File: src/rtl/snes_pad_responder.sv
// Controller-side SNES pad: answers a host's latch/clock with a 16-bit active-low frame.
// Both protocol inputs are asynchronous and oversampled on the system clock.
module snes_pad_responder #(
   parameter int SYNC_STAGES = 2
) (
   input  logic        clk,
   input  logic        reset,
   input  logic        data_latch,
   input  logic        snes_clk,
   input  logic [11:0] buttons,
   output logic        serial_data,
   output logic        frame_done,
   output logic        busy,
   output logic [1:0]  state_dbg
);

   typedef enum logic [1:0] {
      ST_IDLE  = 2'd0,
      ST_LATCH = 2'd1,
      ST_SHIFT = 2'd2,
      ST_DONE  = 2'd3
   } state_t;

   state_t                 state_q, state_d;
   logic [SYNC_STAGES-1:0] lat_sync_q, lat_sync_d;
   logic [SYNC_STAGES-1:0] clk_sync_q, clk_sync_d;
   logic                   lat_hist_q, lat_hist_d;
   logic                   clk_hist_q, clk_hist_d;
   logic [15:0]            frame_q, frame_d;
   logic [4:0]             cnt_q, cnt_d;
   logic                   frame_done_q, frame_done_d;
   logic                   busy_q, busy_d;

   logic lat_s, clk_s, lat_fall, clk_rise;
   logic [15:0] snapshot;

   assign lat_s    = lat_sync_q[SYNC_STAGES-1];
   assign clk_s    = clk_sync_q[SYNC_STAGES-1];
   assign lat_fall = ~lat_s & lat_hist_q;
   assign clk_rise = clk_s & ~clk_hist_q;
   // Upper nibble is the standard-pad ID, always released.
   assign snapshot = {4'b1111, ~buttons};

   always_comb begin
      lat_sync_d = {lat_sync_q[SYNC_STAGES-2:0], data_latch};
      clk_sync_d = {clk_sync_q[SYNC_STAGES-2:0], snes_clk};
      lat_hist_d = lat_s;
      clk_hist_d = clk_s;
   end

   always_comb begin
      state_d      = state_q;
      frame_d      = frame_q;
      cnt_d        = cnt_q;
      frame_done_d = 1'b0;
      case (state_q)
         ST_IDLE: begin
            frame_d = 16'hFFFF;
            if (lat_s) begin
               state_d = ST_LATCH;
               frame_d = snapshot;
               cnt_d   = 5'd0;
            end
         end
         ST_LATCH: begin
            // A coincident clock rise is dropped so B stays presented.
            frame_d = snapshot;
            cnt_d   = 5'd0;
            if (lat_fall) state_d = ST_SHIFT;
         end
         ST_SHIFT: begin
            if (lat_s) begin
               state_d = ST_LATCH;
               frame_d = snapshot;
               cnt_d   = 5'd0;
            end else if (clk_rise) begin
               frame_d = {1'b0, frame_q[15:1]};
               cnt_d   = (cnt_q == 5'd16) ? 5'd16 : cnt_q + 5'd1;
               if (cnt_q == 5'd15) begin
                  state_d      = ST_DONE;
                  frame_done_d = 1'b1;
               end
            end
         end
         ST_DONE: begin
            frame_d = 16'h0000;
            if (lat_s) begin
               state_d = ST_LATCH;
               frame_d = snapshot;
               cnt_d   = 5'd0;
            end
         end
         default: begin
            state_d = ST_IDLE;
            frame_d = 16'hFFFF;
            cnt_d   = 5'd0;
         end
      endcase
      busy_d = (state_d == ST_LATCH) || (state_d == ST_SHIFT);
   end

   always_ff @(posedge clk or negedge reset) begin
      if (!reset) begin
         state_q      <= ST_IDLE;
         lat_sync_q   <= '0;
         clk_sync_q   <= '1;
         lat_hist_q   <= 1'b0;
         clk_hist_q   <= 1'b1;
         frame_q      <= 16'hFFFF;
         cnt_q        <= 5'd0;
         frame_done_q <= 1'b0;
         busy_q       <= 1'b0;
      end else begin
         state_q      <= state_d;
         lat_sync_q   <= lat_sync_d;
         clk_sync_q   <= clk_sync_d;
         lat_hist_q   <= lat_hist_d;
         clk_hist_q   <= clk_hist_d;
         frame_q      <= frame_d;
         cnt_q        <= cnt_d;
         frame_done_q <= frame_done_d;
         busy_q       <= busy_d;
      end
   end

   assign serial_data = frame_q[0];
   assign frame_done  = frame_done_q;
   assign busy        = busy_q;
   assign state_dbg   = state_q;

endmodule

File: config.mk
export PLATFORM = sky130hd
export DESIGN_NAME = snes_pad_responder
export DESIGN_NICKNAME = d
export VERILOG_FILES = /design/src/rtl/snes_pad_responder.sv
export SDC_FILE = /design/constraint.sdc
export NUM_CORES = 1
export LEC_CHECK = 0
export ABC_AREA = 1
export CAP_MARGIN = 10
export CELL_PAD_IN_SITES_DETAIL_PLACEMENT = 1
export CELL_PAD_IN_SITES_GLOBAL_PLACEMENT = 1
export CORE_MARGIN = 4
export CORE_UTILIZATION = 44
export DETAILED_ROUTE_END_ITERATION = 10
export GPL_ROUTABILITY_DRIVEN = 0
export PLACE_DENSITY_LB_ADDON = 0.1
export REMOVE_ABC_BUFFERS = 1
export SYNTH_ARGS = -nofsm -noshare
export SYNTH_HDL_FRONTEND = slang
export SYNTH_SLANG_ARGS = --single-unit
File: constraint.sdc
create_clock -name clk -period 2.7 [get_ports clk]
set_clock_uncertainty 0.15 [all_clocks]
set_input_delay 0.54 -clock clk [delete_from_list [all_inputs] [get_ports clk]]
set_output_delay 0.54 -clock clk [all_outputs]
set_load 0.02 [all_outputs]
Word-level counts from Yosys, hierarchy flattened
Cells that the tools add are included.

storage, ports and cells
  bits in registers = 31
  input port bits = 16
  output and inout bits = 5
  logic and storage cells = 48

operators by class
  add/sub/neg operators = 1
  equality and inequality tests = 9
  multiplexer cells = 20
  bitwise operators = 5
  reductions and logical operators = 4

operators by type and width
  kind                                                    count
  one-hot mux 16 bit (4 select lines)                     1
  2-to-1 mux 16 bit                                       3
  2-to-1 mux 5 bit                                        4
  one-hot mux 5 bit (3 select lines)                      1
  2-to-1 mux 12 bit                                       1
  NOT 12 bit                                              1
  2-to-1 mux 2 bit                                        5
  equality test 2 bit (second input constant)             3
  one-hot mux 2 bit (3 select lines)                      1
  adder 5 x 1 -> 5 bit (second input constant)            1
  equality test 5 x 4 -> 1 bit (second input constant)    1
  equality test 5 bit (second input constant)             1
  equality test 2 x 1 -> 1 bit (second input constant)    2
  2-to-1 mux 1 bit                                        4
  inequality test 3 bit (second input constant)           1
  AND 1 bit                                               2
  logical NOT 2 bit                                       1
  inequality test 2 x 1 -> 1 bit (second input constant)  1
  NOT 1 bit                                               2
  AND reduction 2 bit                                     1
  OR reduction 2 bit                                      1
  logical OR 1 bit                                        1

Depth between registers and ports, before layout
  depth in word-level cells = 7
  depth in mapped cells = 11
  mapped depth without buffers = 11

Worst setup path after synthesis
Ideal clock, no wire load.

  path type = register -> register
  start = register state_q[1], in the netlist state_dbg[1]
  end = register frame_q[10]
  setup time = 0.076 ns
  arrival time = 1.485 ns
  data required time = 2.474 ns
  setup slack = 0.989 ns
  cell stages (with the launch flop) = 9
  buffers on the path = 2
  clock period less this slack = 1.711 ns
  cells stage by stage = dfrtp_1 -> inv_1 -> ha_1 -> buf_2 -> clkbuf_1 -> a21oi_1 -> nand2_1 -> nand2_1 -> nand2_1

between the ends
  cells in the longest elaborated chain, start to end = 2
  elaborated cells on any way between the ends = 6
  classes of those cells = eq/ne (4); mux (1); reduce/logical (1)

ends and longest elaborated chain
  item                                                                          line  source
  from (decl)                                                                   24    state_t state_q, state_d;
  from (signal assigned)                                                        114   state_q <= state_d;
  equality test 2 bit, or another cell as far along                             56    case (state_q)
  one-hot mux 16 bit (4 select lines) or inequality test 3 bit (tied branches)  --
  to (signal assigned)                                                          119   frame_q <= frame_d;
  to (decl)                                                                     29    logic [15:0] frame_q, frame_d;

Several ways; a longest one is shown, not always the timed one.
A chain may end at the register's enable or synchronous reset.

Worst setup path in the final report
  start = register state_q[1], in the netlist state_dbg[1]
  end = output port state_dbg[1]

RTL lines
  item       line  source
  to (decl)  14    output logic [1:0] state_dbg

No word-level cell between the ends.

==> reports/metrics.yaml <==
crit_chain: "clkdlybuf4s50_1"
start_util_pct: 45.9
synth.cell_area_um2: 1860
yosysWarnings: 0
drc: 0
cts_buffer_depth: 2
netlist_instances: 252
setup_viol: 0
cts_tree: "built"
power_switching_w: 0.000893
dp_hpwl_mm: 3.09
fin_crit_sh_pct: 79.5
ys_seq_elements: 31
fin_util_pct: 54.1
wl_per_cell_um: 13.4
worstMarginPinSlew_ns: 0.542
seqPwrFrac_pct: 37.1
required_ns: 2.01
die_x_um: 73.0
globalRouteOverflowTotal: 0
sw_frac_of_total_pct: 40.5
htree_num_levels: 2
drtAntennaViolNets: 0
crit_path_top_delay_cell: "clkdlybuf4s50_1"
crit_family: "buffers and inverters"
grt.total_usage_pct: 19.2
avgSynthCellArea_um2: 7.38
cts_root_buf: "clkbuf_8"
drt_wl_total_mm: 4.34
end_kind: "output pin"
area_delta_synth_final_pct: 17.9
antenna_found_initial: 0
grt_max_degree: 32
drtIter0Drc: 67
crit_type: "reg -> out"
max_slew_margin_pct: 63.9
layout_common_cells: "nand2_1 (86), inv_1 (43), a21oi_1 (29)"
drv_cap: 0
max_stage_delay_ns: 0.67
p_comb_share_pct: 44.4
timing.setup.tns_ns: 0
finalHoldWorstSlack_ns: 0.199
numCtsBuffers: 5
cp.arrival_ns: 1.46
die_area_um2: 5330
post_cts_buffers: 0
rows: 23
yosysSeqAreaShare_pct: 43.0
diodes: 0
rsz0062_at_grt: "no"
die_h_um: 73.0
period_needed_ns: 2.15
path_max_fanout: 9
critPathBufInv: 1
clk_pin_slew_worst_paths_ns: 0.06
status: "completed"
pwr-share-clk_pct: 18.5
hold_violations: 0
p_leak_nw: 1.14
postCtsHoldBufs: 0
powerDensity_nw_per_um2: 1000
core_area_um2: 4060
cts.repair.resized: 0
drive_above_1_share_pct: 13.1
p_int_w: 0.00131
clk_latency_ns: 0.29
num_vias: 1634
nNetsFinal: 297
min_path_type: "reg -> reg"
grt_pass1_wl_mm: 7.87
peakVddDrop_mv: 0.597
viasPerCell: 5.04
synth_cell_type_count: 21
clock.fmax_ghz: 0.466
dr.pass1.iters: 4
clock-sinks: 31
port_buffers: 20
io-pin-count: 21
final_common_cell: "nand2_1"
start_kind: "flip-flop"
grt_pass1_vias: 1719
maxSlewViolCount: 0
==> worst paths after layout <==
kind / start / to / slack, ns / cells past startpoint
max: state_dbg[1]$_DFF_PN0_ / state_dbg[1] / 0.55 / 1
min: lat_sync_q[0]$_DFF_PN0_ / lat_sync_q[1]$_DFF_PN0_ / 0.20 / 0
max reg2reg: state_dbg[0]$_DFF_PN0_ / frame_q[5]$_DFFE_PN1P_ / 0.74 / 8
min reg2reg: lat_sync_q[0]$_DFF_PN0_ / lat_sync_q[1]$_DFF_PN0_ / 0.20 / 0
max in group asynchronous: reset / frame_q[2]$_DFFE_PN1P_ / 1.56 / 2
min in group asynchronous: reset / state_dbg[0]$_DFF_PN0_ / 0.51 / 2
==> synthesized netlist by cell type <==
cell	instances	area [um^2]
nand2_1	86	323
inv_1	43	161
a21oi_1	29	145
dfstp_2	19	499
o211ai_1	15	113
dfrtp_1	12	300
nor2_1	9	33.8
ha_1	8	100
nand3_1	8	40.0
o21ai_0	4	20.0
buf_2	3	15.0
buf_4	3	22.5
clkbuf_1	3	11.3
inv_2	2	7.51
nand4_1	2	12.5
a21oi_2	1	8.76
buf_6	1	11.3
nand2_2	1	6.26
nor2_4	1	11.3
nor3_2	1	10.0
xor2_1	1	8.76
==> stage by stage <==
stage,total power (W),instances,cell area (um^2),setup slack (ns)
after floorplan,0.00149,242,1800,0.847
after global routing,0.00242,324,2190,0.493
after global placement,0.00179,316,2090,0.787
final,0.00220,324,2190,0.553
after detailed placement,0.00182,316,2090,0.723
after CTS,0.00223,324,2190,0.540
==> power groups by stage <==
stage	Clock, W	Sequential [W]	Combinational, W
2_1_floorplan	0	0.000838	0.000652
3_3_place_gp	0	0.000822	0.000968
3_5_place_dp	0	0.000824	0.000991
4_1_cts	0.000416	0.000819	0.000997
5_1_grt	0.000437	0.000845	0.00114
6_report	0.000408	0.000819	0.000978
==> cell type report <==
class | instances | area (um^2)
tap | 50 | 62.6
clock buffer | 8 | 100
fill | 539 | 1860
multi-input combinational | 166 | 832
sequential | 31 | 800
timing repair buffer | 24 | 230
inverter | 45 | 169
==> registers in the layout, summed over array words and instances (netlist names) <==
name and count:
frame_done 1, cnt_q 5, clk_hist_q 1, lat_hist_q 1, busy 1, clk_sync_q 2
frame_q 16, lat_sync_q 2, state_dbg 2
==> layer usage <==
metal	GRT usage, %	vias up	wire length, um
li1	-	830	-
met1	24.5	778	2090
met2	31.1	20	2010
met3	5.10	6	171
met5	0	-	0
met4	6.97	0	73
==> kinds of logic after synthesis <==
logic type / count (synthesis) / synth area share (%)
DFF: 31 / 43.0
and+or+nand+nor: 108 / 23.5
xor gates and xnor gates: 1 / 0.471
adders and majority gates: 8 / 5.38
buffers and inverters: 55 / 12.3
AOI/OAI and AO/OA: 49 / 15.4
No activity file was read; power rests on OpenSTA's default activity.
